==> src/rtl/hazard_fwd_ctrl_pkg.sv <==
// Shared types and constants for the hazard/forwarding controller of the 5-stage MIPS pipeline.
// Latency: n/a (package only); backpressure: n/a.
package hazard_fwd_ctrl_pkg;

  localparam int NREG_W = 5;
  localparam logic [NREG_W-1:0] LINK_REG = 5'd31;

  localparam logic [1:0] FWD_RF    = 2'd0;
  localparam logic [1:0] FWD_W     = 2'd1;
  localparam logic [1:0] FWD_M_ALU = 2'd2;
  localparam logic [1:0] FWD_M_PC8 = 2'd3;

  typedef logic [NREG_W-1:0] reg_addr_t;

  typedef struct packed {
    logic      valid;
    reg_addr_t wr_addr;
    logic      wr_en;
    logic      mem_to_reg;
    logic      jump_link;
  } stage_t;

  // Register 0 is hardwired, so it never produces a hazard.
  function automatic logic writes(input stage_t s, input reg_addr_t r);
    return s.valid & s.wr_en & (s.wr_addr == r) & (r != '0);
  endfunction

endpackage

==> src/rtl/hazard_fwd_ctrl_fwd_select.sv <==
// Forward-source select for one source register against the M and W shadow records.
// Latency: combinational; backpressure: none (pure compare/priority, M beats W).
module hazard_fwd_ctrl_fwd_select
  import hazard_fwd_ctrl_pkg::*;
(
  input  reg_addr_t  src,
  input  stage_t     m_stage,
  input  stage_t     w_stage,
  output logic [1:0] sel
);

  // W data is final write-back data, so its load/link flags do not affect the select.
  logic unused_w_flags;
  assign unused_w_flags = w_stage.mem_to_reg ^ w_stage.jump_link;

  always_comb begin
    sel = FWD_RF;
    if (writes(m_stage, src) && !m_stage.mem_to_reg) begin
      sel = m_stage.jump_link ? FWD_M_PC8 : FWD_M_ALU;
    end else if (writes(w_stage, src)) begin
      sel = FWD_W;
    end
  end

endmodule

==> src/rtl/hazard_fwd_ctrl.sv <==
// Hazard/forwarding control with a shadow E/M/W pipeline: forwarding selects, PC/D stall, E bubble, next-PC select.
// Latency: outputs combinational from shadow state + D inputs; backpressure: stall_fd holds PC and IF/ID.
module hazard_fwd_ctrl
  import hazard_fwd_ctrl_pkg::*;
(
  input  logic              clk,
  input  logic              rst_n,
  input  logic [NREG_W-1:0] d_rs,
  input  logic [NREG_W-1:0] d_rt,
  input  logic              d_use_rs_d,
  input  logic              d_use_rt_d,
  input  logic [NREG_W-1:0] d_wr_addr,
  input  logic              d_wr_en,
  input  logic              d_mem_to_reg,
  input  logic              d_jump_link,
  input  logic              d_redirect,
  output logic              stall_fd,
  output logic              bubble_e,
  output logic              npc_sel,
  output logic [1:0]        fwd_d_a,
  output logic [1:0]        fwd_d_b,
  output logic [1:0]        fwd_e_a,
  output logic [1:0]        fwd_e_b,
  output logic              m_fwd_link
);

  stage_t    e_q, e_d, m_q, m_d, w_q, w_d;
  reg_addr_t e_rs_q, e_rs_d, e_rt_q, e_rt_d;

  logic load_use, br_e_hit, br_m_hit;

  always_comb begin
    // Loads stall on any rs/rt match, whether D really needs that operand or not.
    load_use = e_q.mem_to_reg & (writes(e_q, d_rs) | writes(e_q, d_rt));
    br_e_hit = (d_use_rs_d & writes(e_q, d_rs)) | (d_use_rt_d & writes(e_q, d_rt));
    br_m_hit = m_q.mem_to_reg &
               ((d_use_rs_d & writes(m_q, d_rs)) | (d_use_rt_d & writes(m_q, d_rt)));
    stall_fd   = load_use | br_e_hit | br_m_hit;
    bubble_e   = stall_fd;
    npc_sel    = d_redirect & ~stall_fd;
    m_fwd_link = m_q.valid & m_q.jump_link;
  end

  always_comb begin
    e_d    = '0;
    e_rs_d = '0;
    e_rt_d = '0;
    m_d    = e_q;
    w_d    = m_q;
    if (!bubble_e) begin
      e_d.valid      = 1'b1;
      e_d.wr_addr    = d_wr_addr;
      e_d.wr_en      = d_wr_en;
      e_d.mem_to_reg = d_mem_to_reg;
      e_d.jump_link  = d_jump_link;
      e_rs_d         = d_rs;
      e_rt_d         = d_rt;
    end
  end

  always_ff @(posedge clk or negedge rst_n) begin
    if (!rst_n) begin
      e_q    <= '0;
      m_q    <= '0;
      w_q    <= '0;
      e_rs_q <= '0;
      e_rt_q <= '0;
    end else begin
      e_q    <= e_d;
      m_q    <= m_d;
      w_q    <= w_d;
      e_rs_q <= e_rs_d;
      e_rt_q <= e_rt_d;
    end
  end

  hazard_fwd_ctrl_fwd_select u_fwd_d_a (.src(d_rs),   .m_stage(m_q), .w_stage(w_q), .sel(fwd_d_a));
  hazard_fwd_ctrl_fwd_select u_fwd_d_b (.src(d_rt),   .m_stage(m_q), .w_stage(w_q), .sel(fwd_d_b));
  hazard_fwd_ctrl_fwd_select u_fwd_e_a (.src(e_rs_q), .m_stage(m_q), .w_stage(w_q), .sel(fwd_e_a));
  hazard_fwd_ctrl_fwd_select u_fwd_e_b (.src(e_rt_q), .m_stage(m_q), .w_stage(w_q), .sel(fwd_e_b));

endmodule

==> config.mk <==
export PLATFORM = sky130hd
export DESIGN_NAME = hazard_fwd_ctrl
export DESIGN_NICKNAME = d
export VERILOG_FILES = /design/src/rtl/hazard_fwd_ctrl_pkg.sv /design/src/rtl/hazard_fwd_ctrl_fwd_select.sv /design/src/rtl/hazard_fwd_ctrl.sv
export SDC_FILE = /design/constraint.sdc
export NUM_CORES = 1
export LEC_CHECK = 0
export ABC_AREA = 1
export CAP_MARGIN = 20
export CORE_ASPECT_RATIO = 1.2
export CORE_UTILIZATION = 53
export CTS_CLUSTER_DIAMETER = 30
export DETAILED_ROUTE_END_ITERATION = 10
export PLACE_DENSITY = 0.8
export SETUP_SLACK_MARGIN = 0.5
export SYNTH_ARGS = -nofsm -noshare
export SYNTH_HDL_FRONTEND = slang
export SYNTH_SLANG_ARGS = --single-unit
==> constraint.sdc <==
create_clock -name clk -period 2.05 [get_ports clk]
set_input_delay 0.41 -clock clk [delete_from_list [all_inputs] [get_ports clk]]
set_output_delay 0.41 -clock clk [all_outputs]
set_load 0.01 [all_outputs]
==> metrics.md, run 1 <==
| Metric | Value |
|---|---|
| Antenna cells | `0` |
| Place WS | `-0.710 ns` |
| Post-DP HPWL | `4380 µm` |
| Crit-path max cell delay | `0.41 ns` |
| FMAX | `426 MHz` |
| Relative slew slack | `69.2%` |
| Startpoint types | `flop` |
| Fin. Hold Viols | `0` |
| Final Cycle Share | `115%` |
| FF+latch count, synth | `35` |
| FF-to-FF path depth | `15` |
| Clock tree sinks | `35` |
| Hold_buf cts | `0` |
| Syn nets | `303` |
| Total Nets Final | `404` |
| Vias per std cell | `6.10` |
| Slew Viols, Final | `0` |
| Cell Pwr Density | `583 nW/µm²` |
| Number of flops mapped to enable cells by yosys | `0` |
| CTS Buf Count | `5` |
| Mapped cell area | `2030 µm²` |
| Initial antenna violation count | `0` |
| Placeable core area | `3660 µm²` |
| Area growth syn-to-layout | `63.3%` |
| Final instance area | `3320 µm²` |
| Final setup viols | `20` |
| Global-route wire length before repair | `10900 µm` |
| Post-route minimum period | `2.35 ns` |
| Hold endpoint | `m_q[0]` |
| Ratio of cells with drive above 1 in the final layout | `45.9%` |
| Max Clock Skew | `0.00312 ns` |
| Fin util | `90.5%` |
| Via Count | `2642` |
| Sequential cell area fraction in the yosys report | `43.1%` |
| DRC viols | `0` |
| Mapped Cells | `280` |
| Setup slack, reg-to-reg | `-0.30 ns` |
| Crit Path Category | `reg -> reg` |
| Worst-case clock buffer depth | `2` |
| Vias in the first global route | `2373` |
| Warnings, synthesis | `0` |
| Most common cell on crit path | `buf_6` |
| Crit end category | `flop` |
| Worst hold slack | `0.370 ns` |
| Clk Latency, worst-skew pair | `0.30 ns` |
| GP Congestion | `0.921` |
| Wire per inst | `21.2 µm` |
| Worst-margin pin slew | `0.461 ns` |
| FILL cells | `148` |
| Die ar. | `4080 µm²` |
| Largest net degree at the start of global routing | `36` |
| Status | `finished, violations left` |
| Placed Instances | `407` |
| H-tree levels | `2` |
| TritonRoute pass-1 iters | `6` |
| Critical path launch point | `e_q[7]` |
| Hold_sp | `e_q[0]` |
| CTS tree | `done` |
| Maximum VDD drop | `0.545 mV` |
| Hold Path Stages | `0` |
| Final worst slack | `-0.297 ns` |
| Failing checks | `negative setup slack` |
| Die X-Extent | `58.5 µm` |
| Slowest stage cell, crit path | `dfrtp_1` |
| Die height | `69.8 µm` |
| Synth cell types | `24` |
| Crit path max fanout | `6` |
| Layout Cells excl Fill | `433` |
| HP Class | `reg -> reg` |
| Total congestion overflow | `0` |
| Max Cap Viol | `0` |
| GRT Total Usage | `36.2%` |
| Avg Cell Area, Syn | `7.25 µm²` |
| CP arrival | `2.56 ns` |
| P_leak | `0.00164 µW` |
| R2r endpoint | `e_rt_q[4]` |
| Starting DRC count in detailed routing | `391` |
| Synth Flop Type | `dfrtp_1` |
| Routed Wire Length | `9180 µm` |
| RSZ-0062 raised after global routing | `yes` |
| Root Driver | `clkbuf_8` |
| CP required | `2.26 ns` |
| Reg2reg start | `e_q[7]` |
| Initial Util | `55.4%` |
| DRT antenna net count | `0` |
| Worst path cell trace | `inv_1 -> o21ai_0 -> nor2_1 -> nand2_1 -> nor2_1 -> nor2_2 -> nand2_4 -> buf_6 -> buf_6 -> buf_6 -> buf_6 -> buf_6 -> buf_6 -> buf_8 -> nor2_1` |
| Placement Rows | `24` |
| Placed Instance Area | `2760 µm²` |
| Io pins | `35` |
| FFs w/ async S/R, synth | `100%` |
| Port Buffer Count | `34` |
| Worst-path clk slew | `0.07 ns` |
how the worst max path moves through the flow:
stage / to / slack [ns] / cells after the start
final: e_rt_q[4] / -0.30 / 15
after global routing: e_rt_q[4] / -0.32 / 18
after CTS: npc_sel / -0.06 / 10
after detailed placement: npc_sel / -0.71 / 10
after global placement: npc_sel / -0.67 / 11
after floorplan: stall_fd / 0.31 / 10
what timing repair did:
item,in CTS,in global routing
setup endpoints to repair,31,31
pin swaps,24,20
buffers inserted,8,10
hold endpoints to repair,0,0
gates resized for setup,101,80
cloned,1,0
synthesized netlist by cell type, drive strengths merged, types with 2 or more instances:
cell	number	area (µm²)
nand2	69	262
nor2	50	230
inv	47	176
dfrtp	35	876
nand3	15	75.1
o21ai	14	70.1
xnor2	10	87.6
a21oi	8	40.0
nand4	8	50.1
o22ai	6	37.5
xor2	4	35.0
buf	3	30.0
nor3	3	15.0
clkbuf	2	7.51
nor4	2	12.5
where the power goes:
part           switching, µW  leakage, µW  internal (µW)
Combinational            330      0.00119            270
Clock                    263    0.0000470            264
Sequential              67.5     0.000400            740
final cells by class:
cell class | count | area [µm²] | area share, %
Tap cell | 52 | 65.1 | 1.96
Clock inverter | 1 | 5.00 | 0.151
Inverter | 48 | 186 | 5.62
Sequential cell | 35 | 880 | 26.5
Multi-Input combinational cell | 192 | 1210 | 36.4
Timing Repair Buffer | 99 | 891 | 26.9
Clock buffer | 6 | 82.6 | 2.49
placed cells by master, fill, tap and decap left out, drive strengths merged:
master	instances
o211ai	1
nand3	15
o21ai	14
o22ai	6
xor2	4
clkdlybuf4s15	2
clkinvlp	1
dlymetal6s2s	1
nand2	69
nand4	8
a21oi	8
dlygate4sd2	5
inv	47
clkinv	1
o2111ai	1
clkbuf	9
nor3	3
dfrtp	35
or2	1
nor2	50
xnor2	10
nor4	2
buf	77
clkdlybuf4s50	11
registers in the layout, summed over array words and instances, names as in the netlist:
register / flops
e_rt_q: 5
e_q: 9
e_rs_q: 5
w_q: 7
m_q: 9
routing by layer:
metal  up-vias  part of all wire (%)  GRT usage [%]
li1       1081                     -              -
met2       255                    47           62.1
met1      1209                    33           41.1
met4         0                   9.2           23.0
met3        97                    10           5.04
met5         -                     0              0
worst max-delay path, delay by kind of cell (launching register included):
family | cells | cell delay [ns]
compound gates | 1 | 0.29
flops | 1 | 0.41
buf+inv | 8 | 0.87
simple gates | 6 | 0.68
kinds of logic (layout without fill, tap and decap cells):
kind of cell,Yosys count,count (layout),synth area share [%]
and+or+nand+nor,148,148,32.0
buffers and inverters,53,154,10.7
DFF,35,35,43.1
AOI/OAI and AO/OA,30,30,8.07
xor gates and xnor gates,14,14,6.04
per-stage QoR:
stage,setup TNS (ns),power (µW)
5_1_grt,-4.80,1980
2_1_floorplan,0,1000
3_3_place_gp,-5.30,1210
3_5_place_dp,-6.30,1220
6_report,-3.29,1930
4_1_cts,-0.213,1760
Power figures use the tool's default switching activity.
==> run 2, diff against run 1 <==
--- a/config.mk
+++ b/config.mk
@@ -8,10 +8,12 @@
 export ABC_AREA = 1
 export CAP_MARGIN = 20
 export CORE_ASPECT_RATIO = 1.2
+export CORE_MARGIN = 3
 export CORE_UTILIZATION = 53
 export CTS_CLUSTER_DIAMETER = 30
 export DETAILED_ROUTE_END_ITERATION = 10
 export PLACE_DENSITY = 0.8
+export REMOVE_ABC_BUFFERS = 1
 export SETUP_SLACK_MARGIN = 0.5
 export SYNTH_ARGS = -nofsm -noshare
 export SYNTH_HDL_FRONTEND = slang
==> run 2 against run 1 <==
The flow still finishes with violations (negative setup slack); via count is 11% lower; fmax is 9.2% higher; register-to-register slack improved by 0.47 ns; setup slack improved by 0.20 ns; power is 4.8% lower; routed wire length down 23%; clock-buffer cell count stayed put; worst hold slack worse by 0.017 ns.
==> metrics.md, run 2 (same netlist as run 1, synthesis figures left out) <==
| Metric | Value |
|---|---|
| Status | `finished, violations left` |
| Failing checks | `negative setup slack` |
| Crit-path max cell delay | `0.44 ns (+0.03 ns)` |
| HP Class | `reg -> reg` |
| DRC viols | `0 (unchanged)` |
| CTS Buf Count | `5 (unchanged)` |
| Placed Instance Area | `2710 µm² (-1.9%)` |
| Initial Util | `55.4% (unchanged)` |
| Wire per inst | `16.6 µm (-22%)` |
| Clock network power share | `27.3% (about the same)` |
| Global-route wire length before repair | `10400 µm (-4.1%)` |
| Root Driver | `clkbuf_8` |
| Routed Wire Length | `7060 µm (-23%)` |
| Critical path launch point | `m_q[3]` |
| Final worst slack | `-0.101 ns (+0.197 ns)` |
| Met3 usage | `6.57% (+1.5 points)` |
| Hold_buf cts | `0 (unchanged)` |
| Total congestion overflow | `0 (unchanged)` |
| Vias per std cell | `5.55 (-9.1%)` |
| GRT Total Usage | `30.2% (-6.0 points)` |
| Crit path max fanout | `5 (-1)` |
| Most common cell after layout, fill and taps aside | `nand2_1` |
| Setup slack, reg-to-reg | `0.17 ns (+0.47 ns)` |
| CTS tree | `done` |
| Area growth syn-to-layout | `55.9%` |
| Post-route minimum period | `2.15 ns (-0.197 ns)` |
| Sequential power share | `44.1% (+2.3 points)` |
| Post-DP HPWL | `4320 µm (-1.5%)` |
| CP required | `1.64 ns (-0.62 ns)` |
| Initial antenna violation count | `0 (unchanged)` |
| Worst-margin pin slew | `0.443 ns (-0.0186 ns)` |
| Commonest non-fill, non-tap cells in the layout | `nand2_1 (62), buf_4 (38), nor2_1 (31)` |
| Worst-case clock buffer depth | `2 (unchanged)` |
| Worst path cell trace | `buf_4 -> nand2_1 -> nand3_2 -> nor2_4 -> nand3_1 -> nand2_1 -> nand2_1 -> nand2_2 -> nor2_2 -> buf_2` |
| Final setup viols | `5 (-75%)` |
| Die height | `73.8 µm (+5.7%)` |
| Setup_tns | `-0.355 ns (+2.94 ns)` |
| Port Buffer Count | `34 (unchanged)` |
| Final Cycle Share | `105% (-9.6 points)` |
| Largest net degree at the start of global routing | `36 (unchanged)` |
| Max Clock Skew | `0.00577 ns (+0.00265 ns)` |
| H-tree levels | `2 (unchanged)` |
| Via Count | `2364 (-11%)` |
| P_leak | `0.00157 µW (-4.4%)` |
| DRT antenna net count | `0 (unchanged)` |
| Io pins | `35 (unchanged)` |
| Worst-path clk slew | `0.06 ns (about the same)` |
| Place WS | `-0.639 ns (+0.0703 ns)` |
| R2r endpoint | `e_q[7]` |
| Fin util | `86.4% (-4.1 points)` |
| CP arrival | `1.74 ns (-0.82 ns)` |
| Net load switching power | `578 µW (-12%)` |
| Largest regs | `e_q: 9 flops, m_q: 9 flops, w_q: 7 flops` |
| FF-to-FF path depth | `12 (-3)` |
| Fin. Hold Viols | `0 (unchanged)` |
| Hold Path Stages | `0 (unchanged)` |
| Ratio of cells with drive above 1 in the final layout | `39.6% (-6.4 points)` |
| Cell Pwr Density | `581 nW/µm² (-0.28%)` |
| Max Cap Viol | `0 (unchanged)` |
| Relative slew slack | `70.5% (+1.2 points)` |
| Combinational group share of total power | `28.6% (-2.4 points)` |
| Placeable core area | `3660 µm² (unchanged)` |
| TritonRoute pass-1 iters | `5 (-1)` |
| Total Nets Final | `397 (-1.7%)` |
| Crit Path Category | `reg -> out` |
| Clock tree sinks | `35 (unchanged)` |
| CP bufs+invs | `2 (-6)` |
| Die ar. | `4610 µm² (+13%)` |
| Startpoint types | `flop` |
| Antenna cells | `0 (unchanged)` |
| Clk Latency, worst-skew pair | `0.29 ns (about the same)` |
| Hold_sp | `e_q[0]` |
| Vias in the first global route | `2233 (-5.9%)` |
| Final instance area | `3170 µm² (-4.6%)` |
| Die X-Extent | `62.5 µm (+6.8%)` |
| Int Pwr | `1260 µW (-0.86%)` |
| GR Util met1 | `33.3% (-7.8 points)` |
| RSZ-0062 raised after global routing | `yes` |
| Slew Viols, Final | `0 (unchanged)` |
| Placement Rows | `24 (unchanged)` |
| Maximum VDD drop | `0.458 mV (-16%)` |
| Crit end category | `primary output` |
| Switching Share | `31.4% (-2.7 points)` |
| Met2 usage | `53.4% (-8.6 points)` |
| Most common cell on crit path | `nand2_1` |
| FMAX | `465 MHz (+9.2%)` |
| Global route hottest layer | `met2` |
| Slowest stage cell, crit path | `dfrtp_2` |
| Hold endpoint | `m_q[0]` |
| GP Congestion | `0.940 (+2.0%)` |
| Largest delay share family, worst path | `simple AND/OR/NAND/NOR gates` |
| Reg2reg start | `m_q[3]` |
| Starting DRC count in detailed routing | `244 (-38%)` |
==> run 2: changes by cell type in the layout (fill, tap and decap cells not counted), sizes merged <==
cell           delta
buf               -9
clkdlybuf4s50     +1
bufbuf            +1
clkdlybuf4s15     +3
clkinv            +1
clkinvlp          -1
clkbuf            -1
dlygate4sd2       -1
dlymetal6s2s      -1
==> run 2: per-stage QoR <==
stage,instances,total power (µW),hold WS [ns]
final,426,1840,0.353
after detailed placement,402,1210,0.339
after global routing,426,1930,0.366
after CTS,420,1760,0.353
after floorplan,275,992,0.114
after global placement,402,1200,0.333
==> run 2: timing repair <==
| item | 4_1_cts | 5_1_grt |
|---|---|---|
| setup endpoints to repair | 31 | 31 |
| pin swaps | 28 | 19 |
| resized for setup | 122 | 35 |
| gates cloned | 1 | 0 |
| buffers inserted | 10 | 6 |
==> run 2: final cells by class <==
class,count,area [µm²]
sequential,35,888
multi-input combinational,192,1100
clock buffer,6,82.6
tap,52,65.1
fill,209,498
clock inverter,1,5.00
inverter,48,195
timing repair buffer,92,830
==> run 2: worst max path at each step <==
| stage | endpoint | slack, ns | cells after the start |
|---|---|---|---|
| finish | npc_sel | -0.10 | 10 |
| floorplan | npc_sel | 0.16 | 9 |
| detailed placement | bubble_e | -0.64 | 10 |
| global route | npc_sel | -0.20 | 10 |
| global placement | bubble_e | -0.65 | 10 |
| CTS | npc_sel | -0.03 | 10 |
==> run 2: layer usage <==
layer / part of all wire (%) / vias up
met5: 0 / -
met4: 5.6 / 0
met3: 7.4 / 42
met2: 50 / 157
met1: 37 / 1100
li1: - / 1065
==> run 2: power groups by stage <==
stage	clock [µW]	sequential [µW]	combinational, µW
global route	542	815	572
global placement	0	809	386
CTS	504	803	456
detailed placement	0	810	395
finish	502	812	526
floorplan	0	792	201
==> run 3, diff against run 2 <==
--- a/config.mk
+++ b/config.mk
@@ -6,9 +6,8 @@
 export NUM_CORES = 1
 export LEC_CHECK = 0
 export ABC_AREA = 1
-export CAP_MARGIN = 20
 export CORE_ASPECT_RATIO = 1.2
-export CORE_MARGIN = 3
+export CORE_MARGIN = 2
 export CORE_UTILIZATION = 53
 export CTS_CLUSTER_DIAMETER = 30
 export DETAILED_ROUTE_END_ITERATION = 10
==> run 3 against run 2 <==
The flow finishes with violations (design-rule violations, negative setup slack); sequential power about the same; non-clock buffer count increased by 5; clock power rose by 19%; register-to-register slack worse by 0.02 ns; critical path type unchanged.
==> metrics.md, run 3 (same netlist as run 1, synthesis figures left out) <==
| Metric | Value |
|---|---|
| Status | `finished, violations left` |
| Failing checks | `design-rule violations, negative setup slack` |
| Die height | `71.8 µm (-2.7%)` |
| Clock tree sinks | `35 (unchanged)` |
| Total Nets Final | `402 (+1.3%)` |
| Slowest stage cell, crit path | `dfrtp_1` |
| Hold_sp | `e_q[0]` |
| Multi-input logic area | `1190 µm² (+8.2%)` |
| HP Class | `reg -> reg` |
| Commonest non-fill, non-tap cells in the layout | `nand2_1 (58), buf_4 (46), dfrtp_1 (33)` |
| Layout Cells excl Fill | `432 (+1.4%)` |
| Die ar. | `4340 µm² (-5.8%)` |
| Die X-Extent | `60.5 µm (-3.2%)` |
| Global-route wire length before repair | `11000 µm (+5.8%)` |
| Vias in the first global route | `2409 (+7.9%)` |
| Post-route minimum period | `2.27 ns (+0.117 ns)` |
| Largest delay share family, worst path | `buffers and inverters` |
| GRT Total Usage | `35.2% (+5.0 points)` |
| Ratio of cells with drive above 1 in the final layout | `40.4% (+0.80 points)` |
| CTS tree | `done` |
| Final Cycle Share | `111% (+5.7 points)` |
| Relative slew slack | `69.4% (-1.1 points)` |
| Maximum VDD drop | `0.482 mV (+5.2%)` |
| TritonRoute pass-1 iters | `8 (+3)` |
| Most common cell after layout, fill and taps aside | `nand2_1` |
| Placed Instances | `405 (+0.75%)` |
| Root Driver | `clkbuf_8` |
| Post-DP HPWL | `4390 µm (+1.7%)` |
| Io pins | `35 (unchanged)` |
| Hold_buf cts | `0 (unchanged)` |
| Clk Latency, worst-skew pair | `0.29 ns (about the same)` |
| Crit Path Category | `reg -> out` |
| Max Cap Viol | `0 (unchanged)` |
| Placeable core area | `3660 µm² (unchanged)` |
| FMAX | `441 MHz (-5.2%)` |
| Startpoint types | `flop` |
| DRC viols | `2 (+2)` |
| Crit path max fanout | `4 (-1)` |
| Vias per std cell | `5.91 (+6.5%)` |
| Setup slack, reg-to-reg | `0.15 ns (-0.02 ns)` |
| FF+latch area | `878 µm² (-1.1%)` |
| Placement Rows | `24 (unchanged)` |
| Worst-path clk slew | `0.07 ns (about the same)` |
| Wire per inst | `18.9 µm (+14%)` |
| Final setup viols | `9 (+4)` |
| Max Clock Skew | `0.00588 ns (+0.000108 ns)` |
| Via Count | `2553 (+8.0%)` |
| Total congestion overflow | `0 (unchanged)` |
| GP Congestion | `0.906 (-3.6%)` |
| FILL cells | `164 (-22%)` |
| Initial antenna violation count | `0 (unchanged)` |
| H-tree levels | `2 (unchanged)` |
| Port Buffer Count | `34 (unchanged)` |
| Setup_tns | `-0.978 ns (-0.622 ns)` |
| Largest regs | `e_q: 9 flops, m_q: 9 flops, w_q: 7 flops` |
| RSZ-0062 raised after global routing | `yes` |
| Crit end category | `primary output` |
| DRT antenna net count | `0 (unchanged)` |
| Fin. Hold Viols | `0 (unchanged)` |
| CP required | `1.64 ns (about the same)` |
| Crit-path max cell delay | `0.42 ns (-0.02 ns)` |
| Worst path cell trace | `buf_4 -> inv_6 -> nand2_1 -> nand2_1 -> clkinv_1 -> nand2_2 -> nor2_4 -> nand3_2 -> nand2_1 -> o21ai_1 -> buf_2` |
| Final worst slack | `-0.217 ns (-0.117 ns)` |
| Reg2reg start | `m_q[6]` |
| P_leak | `0.00161 µW (+2.9%)` |
| Cell Pwr Density | `604 nW/µm² (+3.8%)` |
| Routed Wire Length | `8180 µm (+16%)` |
| CP bufs+invs | `4 (+2)` |
| Slew Viols, Final | `0 (unchanged)` |
| Worst-margin pin slew | `0.459 ns (+0.0167 ns)` |
| Critical path launch point | `m_q[6]` |
| Largest net degree at the start of global routing | `36 (unchanged)` |
| Area growth syn-to-layout | `61.1%` |
| CP arrival | `1.86 ns (+0.12 ns)` |
| Starting DRC count in detailed routing | `292 (+20%)` |
| CTS Buf Count | `5 (unchanged)` |
| Most common cell on crit path | `nand2_1` |
| Worst-case clock buffer depth | `2 (unchanged)` |
| Initial Util | `55.4% (unchanged)` |
[run 3: cell count changes in the layout (fill, tap and decap cells not counted), sizes merged]
cell	delta
bufinv	+1
buf	+6
clkinv	-1
dlygate4sd2	+4
clkdlybuf4s15	-3
diode	+1
bufbuf	-1
clkbuf	-1
[run 3: path summary, 6_finish.rpt]
path | cells after the start | end
setup / recovery | 11 | fwd_d_b[0]
hold / removal | 0 | m_q[0]
setup reg to reg | 15 | e_rt_q[1]
hold reg to reg | 0 | m_q[0]
max in group asynchronous | 2 | m_q[4]
min in group asynchronous | 2 | e_q[2]
[run 3: area by class of cell]
cell class              instances  area share, %
multi-input cells             192           36.4
flip-flops and latches         35           26.8
repair buffers                 97           25.9
inverters                      48           5.74
clock buffers                   6           2.22
well taps                      52           1.99
clock inverters                 1          0.918
diodes                          1         0.0765
[run 3: report_power, final]
group          switching, µW  internal, µW
logic                    302           266
clock network            242           356
registers               68.8           740
[run 3: layer usage]
layer / share of wire, % / GRT usage [%]
met1: 34 / 39.4
met2: 49 / 59.9
met3: 8.5 / 5.42
met4: 8.5 / 23.9
met5: 0 / 0
[run 3: what timing repair did]
| item | in CTS | in global routing |
|---|---|---|
| setup buffers | 16 | 2 |
| endpoints found under the setup margin | 31 | 31 |
| pin swaps | 27 | 14 |
| gates resized for setup | 113 | 45 |
| gates cloned | 1 | 0 |
[run 3: through the flow]
step           setup slack, ns  power [µW]  instance area (µm²)  hold slack, ns  utilization [%]
4_1_cts                -0.0710        1870                 3070           0.361             83.8
6_report                -0.217        1970                 3270           0.360             89.3
5_1_grt                 -0.294        2040                 3270           0.381             89.2
3_3_place_gp            -0.607        1200                 2730           0.334             74.5
2_1_floorplan            0.162         992                 1990           0.114                -
3_5_place_dp            -0.611        1210                 2730           0.346             74.5
[run 3: worst register-to-register path, delay by kind of cell, from the launching register on]
kind | cells | cell delay, ns
DFF | 1 | 0.42
and+or+nand+nor | 9 | 0.67
buffers and inverters | 6 | 0.75
